[src/rtl/templatized_alu_sequencer.sv]
// templatized_alu_sequencer
// Issue controller and round-robin arbiter in front of the shared templatized
// ALU. Two requesters submit (op, a, b) over valid/ready. Each granted
// operation is decoded into the ALU group enables {arith, logic, shift}. The
// enables are held for the group latency, then the ALU result is captured and
// returned over a valid/ready response channel. Illegal opcodes (9-15) are
// answered with an error response and never reach the ALU.
//
// Optional feature macro: TEMPLATIZED_ALU_SEQ_FASTPATH_EN
//   When this macro is defined, a pending request can be granted in the same
//   cycle that the response is accepted, so the FSM skips IDLE.
//   When it is undefined, the FSM always passes through IDLE between
//   operations.

module templatized_alu_sequencer #(
    parameter int WIDTH     = 32,
    parameter int ARITH_LAT = 1,
    parameter int LOGIC_LAT = 1,
    parameter int SHIFT_LAT = 2
) (
    input  logic             clk,
    input  logic             rst_n,

    input  logic             req0_valid,
    output logic             req0_ready,
    input  logic [3:0]       req0_op,
    input  logic [WIDTH-1:0] req0_a,
    input  logic [WIDTH-1:0] req0_b,

    input  logic             req1_valid,
    output logic             req1_ready,
    input  logic [3:0]       req1_op,
    input  logic [WIDTH-1:0] req1_a,
    input  logic [WIDTH-1:0] req1_b,

    output logic [3:0]       alu_op_code,
    output logic [2:0]       alu_en,
    output logic [WIDTH-1:0] alu_a,
    output logic [WIDTH-1:0] alu_b,
    input  logic [WIDTH-1:0] alu_result,

    output logic             rsp_valid,
    input  logic             rsp_ready,
    output logic [WIDTH-1:0] rsp_result,
    output logic             rsp_id,
    output logic             rsp_err
);

    localparam int MAX_AL  = (ARITH_LAT > LOGIC_LAT) ? ARITH_LAT : LOGIC_LAT;
    localparam int MAX_LAT = (MAX_AL > SHIFT_LAT) ? MAX_AL : SHIFT_LAT;
    localparam int CNT_W   = $clog2(MAX_LAT) + 1;

    // The counter is loaded with latency-1 and the FSM leaves EXEC when it
    // reaches zero, so the counter never wraps.
    localparam logic [CNT_W-1:0] ARITH_CNT = CNT_W'(ARITH_LAT - 1);
    localparam logic [CNT_W-1:0] LOGIC_CNT = CNT_W'(LOGIC_LAT - 1);
    localparam logic [CNT_W-1:0] SHIFT_CNT = CNT_W'(SHIFT_LAT - 1);

    localparam logic [1:0] IDLE = 2'd0;
    localparam logic [1:0] EXEC = 2'd1;
    localparam logic [1:0] RESP = 2'd2;

    logic [1:0]       state;
    logic             rr_ptr;
    logic [2:0]       en_q;
    logic [3:0]       op_q;
    logic [WIDTH-1:0] a_q;
    logic [WIDTH-1:0] b_q;
    logic [CNT_W-1:0] cnt;
    logic [WIDTH-1:0] result_q;
    logic             id_q;
    logic             err_q;

    logic             can_grant;
    logic             grant0;
    logic             grant1;
    logic             grant_any;
    logic [3:0]       sel_op;
    logic [WIDTH-1:0] sel_a;
    logic [WIDTH-1:0] sel_b;
    logic [2:0]       sel_en;
    logic [CNT_W-1:0] sel_cnt;
    logic             sel_legal;

    // Round-robin arbitration. rr_ptr holds the last winner; on a tie the
    // other requester wins. ready is held low during reset so that all
    // outputs stay at zero.
    always_comb begin
        can_grant = 1'b0;
        if (rst_n) begin
            if (state == IDLE) begin
                can_grant = 1'b1;
            end
`ifdef TEMPLATIZED_ALU_SEQ_FASTPATH_EN
            else if (state == RESP && rsp_ready) begin
                can_grant = 1'b1;
            end
`endif
        end
        grant0    = can_grant && req0_valid && (!req1_valid || rr_ptr);
        grant1    = can_grant && req1_valid && (!req0_valid || !rr_ptr);
        grant_any = grant0 || grant1;
    end

    // Select the winning request and decode its opcode into group enables
    // and the counter load value.
    always_comb begin
        sel_op    = grant1 ? req1_op : req0_op;
        sel_a     = grant1 ? req1_a  : req0_a;
        sel_b     = grant1 ? req1_b  : req0_b;
        sel_en    = 3'b000;
        sel_cnt   = '0;
        sel_legal = 1'b0;
        case (sel_op)
            4'd0, 4'd1, 4'd2, 4'd3: begin
                sel_en    = 3'b100;
                sel_cnt   = ARITH_CNT;
                sel_legal = 1'b1;
            end
            4'd4: begin
                sel_en    = 3'b010;
                sel_cnt   = LOGIC_CNT;
                sel_legal = 1'b1;
            end
            4'd5, 4'd6, 4'd7, 4'd8: begin
                sel_en    = 3'b001;
                sel_cnt   = SHIFT_CNT;
                sel_legal = 1'b1;
            end
            default: begin
                sel_en    = 3'b000;
                sel_cnt   = '0;
                sel_legal = 1'b0;
            end
        endcase
    end

    // Main FSM. The grant load sits after the case so that it overrides the
    // RESP->IDLE move when the fast path grants straight out of RESP.
    // Illegal opcodes leave the ALU-facing registers untouched.
    always_ff @(posedge clk or negedge rst_n) begin
        if (!rst_n) begin
            state    <= IDLE;
            rr_ptr   <= 1'b1;
            en_q     <= 3'b000;
            op_q     <= 4'd0;
            a_q      <= '0;
            b_q      <= '0;
            cnt      <= '0;
            result_q <= '0;
            id_q     <= 1'b0;
            err_q    <= 1'b0;
        end else begin
            case (state)
                IDLE: begin
                    state <= IDLE;
                end
                EXEC: begin
                    if (cnt == '0) begin
                        result_q <= alu_result;
                        err_q    <= 1'b0;
                        state    <= RESP;
                    end else begin
                        cnt <= cnt - 1'b1;
                    end
                end
                RESP: begin
                    if (rsp_ready) begin
                        state <= IDLE;
                    end
                end
                default: begin
                    state <= IDLE;
                end
            endcase

            if (grant_any) begin
                rr_ptr <= grant1;
                id_q   <= grant1;
                if (sel_legal) begin
                    op_q  <= sel_op;
                    a_q   <= sel_a;
                    b_q   <= sel_b;
                    en_q  <= sel_en;
                    cnt   <= sel_cnt;
                    state <= EXEC;
                end else begin
                    err_q    <= 1'b1;
                    result_q <= '0;
                    state    <= RESP;
                end
            end
        end
    end

    assign req0_ready  = grant0;
    assign req1_ready  = grant1;
    assign alu_en      = (state == EXEC) ? en_q : 3'b000;
    assign alu_op_code = op_q;
    assign alu_a       = a_q;
    assign alu_b       = b_q;
    assign rsp_valid   = (state == RESP);
    assign rsp_result  = result_q;
    assign rsp_id      = id_q;
    assign rsp_err     = err_q;

endmodule
[config.mk]
export PLATFORM = sky130hd
export DESIGN_NAME = templatized_alu_sequencer
export DESIGN_NICKNAME = d
export VERILOG_FILES = /design/src/rtl/templatized_alu_sequencer.sv
export SDC_FILE = /design/constraint.sdc
export NUM_CORES = 1
export LEC_CHECK = 0
export CAP_MARGIN = 5
export CORE_UTILIZATION = 40
export DETAILED_ROUTE_END_ITERATION = 10
export PLACE_DENSITY = 0.78
export SETUP_SLACK_MARGIN = 0.2
export SLEW_MARGIN = 20
export SYNTH_ARGS = -nofsm -noshare
export SYNTH_HDL_FRONTEND = slang
export SYNTH_SLANG_ARGS = --single-unit
[constraint.sdc]
create_clock -name clk -period 3.4 [get_ports clk]
set_clock_uncertainty 0.05 [all_clocks]
set_input_delay 0.34 -clock clk [delete_from_list [all_inputs] [get_ports clk]]
set_output_delay 0.34 -clock clk [all_outputs]
set_load 0.005 [all_outputs]
==> out/metrics.csv, run 1 <==
stage;metric;value;unit
run_status;status;completed;
placement;hpwl;11100;µm
clock_tree;cts_buffer_depth;2;
clock_tree;cts_tree;yes;
yosys;synth_flop_cell;dfrtp_1;
setup_path;critPathSlowestCell;clkdlybuf4s50_1;
floorplan;fp.coreArea;12700;µm²
placement;io_buffers;280;
timing;fin_crit_sh;0.811;
placement;gp_congestion;0.794;
timing;maxSlewHeadroom;0.306;
global_routing;grt_overflow_total;0;
routing;wl;14600;µm
setup_path;cp_slowest_stage_delay;560;ps
yosys;async_reset_ff_frac;1.00;
timing;tightest_slew;1040;ps
cells_and_area;final_cell_mix;279 x clkdlybuf4s50_1, 120 x mux2_2, 109 x dfrtp_1;
clock_tree;clk_latency;340;ps
clock_tree;post_cts.repair.setup_buffers;0;
setup_path;reg2reg_from;state[0];
setup_path;r2r_end;en_q[2];
clock_tree;clkSlewWorstSetupHoldPaths;70;ps
yosys;ys_top_cells_by_area;dfrtp_1 52%, mux2_2 26%, nand2_1 4.9%;
global_routing;grt_pass1_vias;4440;
floorplan;ios;281;
routing;dr.pass1.iters;4;
pwr;power_density;694;nW/µm²
setup_path;critPathKind;flop to output pin;
clock_tree;clock_sinks;110;
min_path;hp-class;primary input to async pin;
timing;finalMaxSlewViolations;0;
routing;drt-initial-drc-count;105;
global_routing;grt_max_degree;81;
yosys;ys_seq_area_frac;0.528;
yosys;syn_nets;602;
yosys;synth_edf_count;0;
yosys;ys.warnings.count;0;
yosys;syn_inst;429;
global_routing;grt_pass1_wl;22200;µm
setup_path;cp-end-kind;output pin;
global_routing;antenna_found_initial;0;
timing;hold_violations;0;
yosys;synth-seq-cells;110;
clock_tree;cts_hold_buf;0;
setup_path;ff2ff_setup_slack;1000;ps
routing;ant_nets;0;
timing;min_period;2760;ps
routing;drc;0;
setup_path;reg2regPathDepth;5;
floorplan;dieArea;13500;µm²
clock_tree;root_buffer;clkbuf_16;
clock_tree;postCtsResizedCells;0;
cells_and_area;syn_to_final_growth;63.1;%
timing;tns;0;ps
yosys;synth_top_area_frac;0.523;
floorplan;die_y;116;µm
routing;dr_total_vias;4351;
job;drv_cap;0;
cells_and_area;fin_nets;876;
cells_and_area;n_antenna_cell;0;
cells_and_area;drive_gt1_frac;0.226;
yosys;syn_area;5220;µm²
setup_path;crit_chain;nor3b_4 > nand2_2 > inv_1 > clkdlybuf4s50_1;
setup_path;cp-start-kind;flop;
routing;vias_per_cell;4.94;
pwr;total_power;5910;µW
clock_tree;htree_levels;3;
yosys;avgSynthCellArea;12.2;µm²
yosys;synth_top_area_cell;dfrtp_1;
timing;finalSetupViolations;0;
timing;max_freq;0.362;GHz
routing;post_drt_wl_per_cell;16.6;µm
cells_and_area;final_common_cell;clkdlybuf4s50_1;
global_routing;groute.usage.overall;0.216;
setup_path;cp.required;3010;ps
timing;rsz0062_at_grt;no;
floorplan;start_util;0.412;
pwr;vdd_ir_drop_max;0.322;mV
floorplan;die_w;116;µm
clock_tree;cts_buffers;9;
floorplan;rows;41;
setup_path;crit_path_max_fanout;17;
pwr;leakage;0.00355;µW
setup_path;arrival;2370;ps
timing;holdWs;1.42;ps
yosys;synth.distinct_cells;41;
cells_and_area;fill_cells;986;
registers in the layout (all words and copies together) (netlist names):
signal	cells
rsp_result	32
rsp_err	1
state	2
rr_ptr	1
cnt	2
rsp_id	1
alu_a	32
en_q	3
alu_b	32
alu_op_code	4
layout make-up:
class / instances / area [µm²] / area share
Timing Repair Buffer: 287 / 2880 / 0.339
Sequential cell: 110 / 2750 / 0.324
Multi-Input combinational cell: 288 / 2340 / 0.275
Clock buffer: 10 / 229 / 0.0269
Tap cell: 172 / 215 / 0.0253
Clock inverter: 6 / 61.3 / 0.00721
Inverter: 7 / 26.3 / 0.00309
critical path: cells and delay by family, from the launching register on:
kind / cells / cell delay (ps)
flops: 1 / 440
buf+inv: 2 / 790
simple gates: 2 / 790
worst max-delay path by stage:
stage	slack (ps)	to	startpoint
2_1_floorplan	1460	alu_a[11]	state[0]
3_3_place_gp	680	req1_ready	req1_valid
3_5_place_dp	630	req1_ready	req1_valid
4_1_cts	590	req1_ready	state[0]
5_1_grt	480	req1_ready	state[0]
6_report	640	req1_ready	state[0]
power by group:
part           switching (µW)  total (µW)  internal [µW]
registers                 318        2220           1900
clock network             468        1040            571
logic                     899        2650           1750
total                    1680        5910           4220
cells in the mapped netlist (all sizes together) (3+ instances only):
library cell  number
mux2i              3
a31oi              3
buf               14
inv                7
a21oi             38
dfrtp            109
clkbuf            10
nor2               4
or3                4
mux2             132
o21ai              7
nand2             69
routing by layer:
| layer | up-vias | global-route usage | wire, µm |
|---|---|---|---|
| met2 | 189 | 0.407 | 7620 |
| met1 | 2102 | 0.223 | 5360 |
| met5 | - | 0 | 0 |
| li1 | 2045 | - | - |
| met4 | 0 | 0.0701 | 239 |
| met3 | 15 | 0.0742 | 1380 |
through the flow:
| step | std cells | setup WS [ps] | area, µm² | util |
|---|---|---|---|---|
| after floorplan | 429 | 1460 | 5220 | - |
| after global placement | 864 | 679 | 8210 | 0.648 |
| after detailed placement | 864 | 632 | 8210 | 0.648 |
| after CTS | 880 | 588 | 8500 | 0.671 |
| after global routing | 880 | 476 | 8510 | 0.671 |
| final | 880 | 641 | 8510 | 0.671 |
kinds of logic after synthesis:
logic type             Yosys count  synth area share
muxes                          135             0.296
DFF                            110             0.528
and+or+nand+nor                 89            0.0761
AOI/OAI and AO/OA               64            0.0734
buffers and inverters           31            0.0266
(Power assumes the default switching activity.)
==> run 2, diff against run 1 <==
Clock period 3.4 ns to 2.54 ns, I/O delays scaled along.
==> out/metrics.csv, run 2 (same netlist as run 1, synthesis figures left out) <==
stage;metric;value;unit;change
cells_and_area;final_cell_mix;279 x clkdlybuf4s50_1, 120 x mux2_2, 109 x dfrtp_1;;
global_routing;grt_pass1_wl;22700;µm;+2.2%
floorplan;ios;281;;unchanged
routing;ant_nets;0;;unchanged
clock_tree;clk_latency;350;ps;about the same
setup_path;cp.required;2240;ps;-770 ps
clock_tree;htree_levels;3;;unchanged
clock_tree;root_buffer;clkbuf_16;;
floorplan;dieArea;13500;µm²;unchanged
routing;drc;0;;unchanged
cells_and_area;n_antenna_cell;0;;unchanged
cells_and_area;final_util;0.677;;+0.00602
cells_and_area;fill_cells;985;;-0.10%
cells_and_area;final_common_cell;clkdlybuf4s50_1;;
cells_and_area;syn_to_final_growth;64.6;%;
timing;max_freq;0.448;GHz;
floorplan;start_util;0.412;;unchanged
cells_and_area;drive_gt1_frac;0.232;;+0.00650
setup_path;crit_path_max_fanout;6;;-11
clock_tree;cts_buffer_depth;2;;unchanged
run_status;status;completed;;
timing;min_period;2230;ps;
routing;drt-initial-drc-count;133;;+27%
global_routing;grt_pass1_vias;4637;;+4.4%
timing;finalMaxSlewViolations;0;;unchanged
routing;dr.pass1.iters;6;;+2
routing;post_drt_wl_per_cell;16.5;µm;-0.53%
timing;tns;0;ps;unchanged
clock_tree;cts_tree;yes;;
floorplan;die_w;116;µm;unchanged
global_routing;grt_overflow_total;0;;unchanged
floorplan;die_y;116;µm;unchanged
setup_path;critPathKind;primary input to output pin;;
pwr;vdd_ir_drop_max;0.471;mV;+46%
clock_tree;cts_buffers;9;;unchanged
setup_path;cp-start-kind;primary input;;
clock_tree;clock_sinks;110;;unchanged
placement;pre_cts_slack;135;ps;-497 ps
setup_path;cp-end-kind;output pin;;
global_routing;groute.usage.overall;0.220;;+0.00441
pwr;leakage;0.00359;µW;+1.1%
timing;rsz0062_at_grt;no;;
pwr;power_density;925;nW/µm²;+33%
routing;wl;14600;µm;+0.14%
timing;holdWs;254;ps;+252 ps
timing;maxSlewHeadroom;0.294;;-0.0119
global_routing;antenna_found_initial;0;;unchanged
timing;tightest_slew;1060;ps;+17.9 ps
global_routing;grt_max_degree;49;;-40%
cells_and_area;fin_nets;882;;+0.68%
placement;io_buffers;280;;unchanged
floorplan;fp.coreArea;12700;µm²;unchanged
placement;hpwl;11100;µm;+0.10%
routing;dr_total_vias;4341;;-0.23%
placement;gp_congestion;0.806;;+1.5%
min_path;hp-class;primary input to async pin;;
setup_path;arrival;1930;ps;-440 ps
timing;finalSetupViolations;0;;unchanged
timing;hold_violations;0;;unchanged
timing;setup_ws;306;ps;-335 ps
routing;vias_per_cell;4.90;;-0.91%
floorplan;rows;41;;unchanged
job;drv_cap;0;;unchanged
clock_tree;clkSlewWorstSetupHoldPaths;80;ps;about the same
timing;fin_crit_sh;0.879;;
## run 2: cell types whose count changed in the layout (fill, tap and decap cells not counted), sizes merged
| cell | before | now |
|---|---|---|
| buf | 8 | 13 |
| inv | 8 | 11 |
| bufinv | 1 | 0 |
| clkbuf | 10 | 9 |
| clkinv | 3 | 2 |
| dlygate4sd3 | 0 | 1 |
## run 2: path summary, 6_finish.rpt
check                                   start        endpoint  slack (ps)  cells past startpoint
worst max-delay path               req1_valid      req1_ready         310                      5
worst min-delay path                    rst_n  alu_op_code[1]         250                      2
worst max register to register       state[1]       alu_a[29]         400                      6
worst min register to register        rsp_err         rsp_err         430                      1
max in group asynchronous               rst_n        alu_a[4]         840                      4
min in group clk                alu_result[9]   rsp_result[9]         390                      3
## run 2: final cells by class
class,count,area [µm²],share of cell area
Timing Repair Buffer,293,2950,0.344
Sequential cell,110,2750,0.321
Multi-Input combinational cell,288,2350,0.273
Clock buffer,9,225,0.0262
Tap cell,172,215,0.0251
Clock inverter,7,65.1,0.00758
Inverter,7,26.3,0.00306
## run 2: where the power goes
part	leakage (µW)	internal, µW	switching, µW
Clock	0.000140	691	688
Sequential	0.00135	2540	444
Combinational	0.00210	2380	1190
Total	0.00359	5610	2330
## run 2: metal layers
layer  wire [µm]  global-route usage  vias up
li1            -                   -     2073
met1        5600               0.245     2057
met2        7550               0.398      190
met3        1250              0.0695       21
met4         232              0.0744        0
met5           0                   0        -
## run 2: stage by stage
step	std cells	instance area, µm²	power (µW)
finish	886	8580	7940
detailed placement	867	8260	6590
floorplan	429	5220	4370
CTS	886	8570	8030
global placement	867	8260	6490
global route	886	8580	8440
## run 2: what timing repair did
| item | in CTS | in global routing |
|---|---|---|
| endpoints found under the setup margin | 2 | 1 |
| hold buffers | 1 | 0 |
| buffers inserted | 2 | 0 |
| gates resized for setup | 0 | 1 |
| endpoints found under the hold margin | 61 | 0 |
| pin swaps | 1 | 0 |
## run 2: critical path, cell delays in order
cell and delay, ps:
clkdlybuf4s50_1 580, a21boi_4 290, nand2_2 120, inv_1 140, clkdlybuf4s50_1 540
==> edit 1 (config.mk and constraints of run 2) <==
The parameter `WIDTH` goes from 32 to 16.
--- a/src/rtl/templatized_alu_sequencer.sv
+++ b/src/rtl/templatized_alu_sequencer.sv
@@ -13,7 +13,7 @@
 //   operations.
 
 module templatized_alu_sequencer #(
-    parameter int WIDTH     = 32,
+    parameter int WIDTH     = 16,
     parameter int ARITH_LAT = 1,
     parameter int LOGIC_LAT = 1,
     parameter int SHIFT_LAT = 2
Interface: changed (8 resized); port bits go from 281 to 153. No check against the original RTL was run, so the function may have changed too.
==> edit 1 against run 2 <==
  * The run now ends with hold timing left
  * Area after synthesis fell by 40%
  * Worst setup slack better by 0.016 ns
  * Routed wire length shrank 46%
  * Count of clock-buffer cells in the layout up 1
  * Core utilization grew 0.21 points
  * Critical path depth unchanged
  * Sequential cell count is 48 lower
  * Cell area shrank 41%
  * Clock power shrank 31%
  * Fmax is 0.72% higher
  * Global-route usage is 1.7 points lower
  * Sequential share of layout area shrank 1.4 points
  * Power shrank 39%
  * Critical path type unchanged
==> edit 1: results <==
group,metric,value,unit
drt,drt_iter0_drc,138,
yosys,ys_ff_latch,62,
power,peakVddDrop,0.000423,V
yosys,synth_area_leaders,"dfrtp_1 (48%), mux2_2 (15%), mux2_4 (13%)",
power,cellLeakagePower,2.22,nW
placed_design,gp_congestion,0.934,
outcome,violations,"hold timing",
layout,regArea,1550,sq um
drt,drtPass1Iterations,4,
layout,clkCellAreaFrac,4.40,%
grt,grtUsageMet1,24.6,%
layout,final_nets,514,
setup_path,slowest_delay,0.55,ns
yosys,muxShareOfSynthArea,28.5,%
outcome,status,"complete, but fails checks",
timing,holdWs,-0.0000788,ns
grt,grt_pass1_wl,13.1,mm
grt,grt_use_met3,6.14,%
placed_design,post-dp-hpwl,5.95,mm
drt,wl_met2,3.78,mm
setup_path,rr_worst_depth,7,
timing,hold_violations,1,
placed_design,port_buffers,152,
yosys,synth.net_count,349,
drt,wl_met3,645,um
layout,layout.nonclk_buf_share,32.4,%
timing,tightest_slew,0.551,ns
setup_path,r2r_start,"state[0]",
yosys,synth_compound_area_share,9.74,%
grt,track_usage,20.3,%
drt,met1_length,3.30,mm
## edit 1: power by group through the flow
stage / logic, mW / registers (mW) / clock network (mW)
6_report: 2.15 / 1.71 / 0.950
4_1_cts: 2.18 / 1.71 / 0.974
5_1_grt: 2.32 / 1.78 / 1.02
3_5_place_dp: 2.17 / 1.71 / 0
2_1_floorplan: 0.941 / 1.72 / 0
3_3_place_gp: 2.11 / 1.70 / 0
## edit 1: path summary, 6_finish.rpt
check	endpoint	slack, ns
setup / recovery	req1_ready	0.32
hold / removal	state[1]	-0.00008
setup reg to reg	alu_a[6]	0.42
hold reg to reg	rsp_err	0.43
max in group asynchronous	rr_ptr	1.77
min in group clk	rsp_result[4]	0.42
## edit 1: metrics by stage
step,setup WS (ns),instances,instance area [sq um],util [%]
after global placement,0.239,505,4800,64.5
after floorplan,0.635,256,3150,-
after global routing,0.245,525,5060,67.9
after detailed placement,0.165,505,4800,64.5
final,0.322,525,5060,67.9
after CTS,0.282,524,5050,67.8
==> edit 2 (config.mk and constraints of run 2) <==
Made on the original files. Make the reset (`rst_n`) synchronous in one clocked block.
--- a/src/rtl/templatized_alu_sequencer.sv
+++ b/src/rtl/templatized_alu_sequencer.sv
@@ -138,7 +138,7 @@
     // Main FSM. The grant load sits after the case so that it overrides the
     // RESP->IDLE move when the fast path grants straight out of RESP.
     // Illegal opcodes leave the ALU-facing registers untouched.
-    always_ff @(posedge clk or negedge rst_n) begin
+    always_ff @(posedge clk) begin
         if (!rst_n) begin
             state    <= IDLE;
             rr_ptr   <= 1'b1;
Check against the original RTL: differs if rst_n is asserted again (counterexample within 4 cycles, from zero or initial values and one cycle with rst_n low); with rst_n held inactive, the same outputs for 4 cycles.
==> edit 2 against run 2 <==
  * Area after synthesis shrank 6.1%
  * Fmax up 2.8%
  * Worst setup slack better by 0.062 ns
  * Final cell count fell by 0.56%
  * Cell area down 4.9%
  * Routed wire length is 6.6% lower
  * Sequential cell count stayed put
  * First-iteration DRC count is 29% higher
  * Highest routed layer unchanged
Power is not compared: it rests on default switching activity, and its combinational part moved more than twofold at a synthesized area within 25%.
==> edit 2: results <==
group,metric,value,unit
placed_design,pre_cts_ws,0.309,ns
yosys,ys_async_sr_fraction,0,%
yosys,synth_compound_area_share,3.81,%
drt,vias,4303,
setup_path,r2r_end,"en_q[2]",
yosys,muxShareOfSynthArea,34.3,%
setup_path,arrival,1.87,ns
yosys,yosys-top-cells-count,"mux2i_1 (168), dfxtp_1 (110), nand2_1 (71)",
yosys,synth.net_count,634,
timing,slew-limit-headroom,29.6,%
cts,cts_made_buffers,9,
placed_design,gp_congestion,0.778,
layout,drive_above_1_share,5.18,%
grt,grt_pass1_wl,21.4,mm
drt,drtPass1Iterations,5,
setup_path,crit_path_start,"req1_valid",
setup_path,reg2reg_slack,0.59,ns
cts,cts_hold_buffers,0,
drt,wl_per_cell,15.5,um
placed_design,port_buffers,280,
setup_path,rr_worst_depth,7,
setup_path,r2r_start,"state[0]",
grt,first_global_vias,4233,
grt,track_usage,21.3,%
drt,drt_iter0_drc,171,
layout,n_antenna_cell,0,
layout,final_nets,902,
yosys,seq_area_frac_synth,45.0,%
yosys,synth_area_leaders,"dfxtp_1 (45%), mux2i_1 (34%), nand2_1 (5.4%)",
setup_path,cp_max_fo,7,
outcome,status,"completed",
placed_design,post-dp-hpwl,10.1,mm
yosys,yosysUniqueCellTypes,37,
grt,grt_max_degree,111,
hold_path,min_path_cells,2,
hold_path,hp-class,"reg2reg",
edit 2: cell count changes in the layout (fill, tap and decap cells not counted), moves of 4 or more:
cell and delta:
or3_1 -4, inv_1 -5, o21ai_0 -5, mux2_2 -120
mux2_1 -5, mux2_4 -7, mux2i_1 +165, dfrtp_1 -109
dfxtp_1 +110, nor3b_1 +32, nor2_1 -4, a21oi_1 -34
edit 2: layout make-up:
class | count | area, sq um
Timing Repair Buffer | 291 | 2950
Clock inverter | 6 | 51.3
Fill cell | 974 | 3800
Inverter | 3 | 11.3
Clock buffer | 10 | 239
Sequential cell | 110 | 2200
Tap cell | 147 | 184
Multi-Input combinational cell | 314 | 2530
edit 2: worst max-delay path by stage:
stage                 endpoint  slack [ns]  depth (start not counted)
finish              req1_ready        0.37                          6
detailed placement   alu_b[13]        0.31                          7
CTS                 req1_ready        0.31                          4
global route        req1_ready        0.32                          6
global placement       en_q[2]        0.39                          6
floorplan             alu_b[0]        0.90                          7
edit 2: metal layers:
layer	global-route usage [%]	wire, um	vias to the layer above
met4	8.71	210	0
met3	4.86	984	16
li1	-	-	2152
met5	0	0	-
met1	24.8	5680	1970
met2	37.6	6780	165
edit 2: metrics by stage:
stage / hold WS [ns] / cell area (sq um) / utilization, % / cells / power (mW)
final: 0.410 / 8160 / 68.2 / 881 / 4.39
after detailed placement: 0.401 / 7850 / 65.6 / 862 / 3.05
after floorplan: 0.387 / 4900 / - / 461 / 2.40
after global placement: 0.395 / 7850 / 65.6 / 862 / 3.03
after global routing: 0.420 / 8160 / 68.2 / 881 / 4.60
after CTS: 0.412 / 8140 / 68.0 / 878 / 4.43
edit 2: power by group through the flow:
stage	Combinational, mW	Sequential (mW)	Clock, mW
global route	1.14	1.97	1.49
floorplan	0.400	2.00	0
CTS	1.07	1.95	1.41
global placement	1.04	1.99	0
finish	1.06	1.95	1.38
detailed placement	1.06	1.99	0
edit 2: repair_timing:
action | in CTS | in global routing
buffers inserted | 0 | 3
endpoints found under the setup margin | 0 | 2
gates resized for setup | 0 | 0
edit 2: cells by family (layout without fill, tap and decap cells):
group           Yosys count  count (layout)
compound gates           24              24
flops                   110             110
mux                     168             168
simple gates            122             122
buf+inv                  37             310
edit 2: worst max-delay path, stage by stage:
cell and delay (ns):
clkdlybuf4s50_1 0.52, a21boi_1 0.19, buf_4 0.17, nand2_4 0.06, clkinv_1 0.15, clkdlybuf4s50_1 0.53
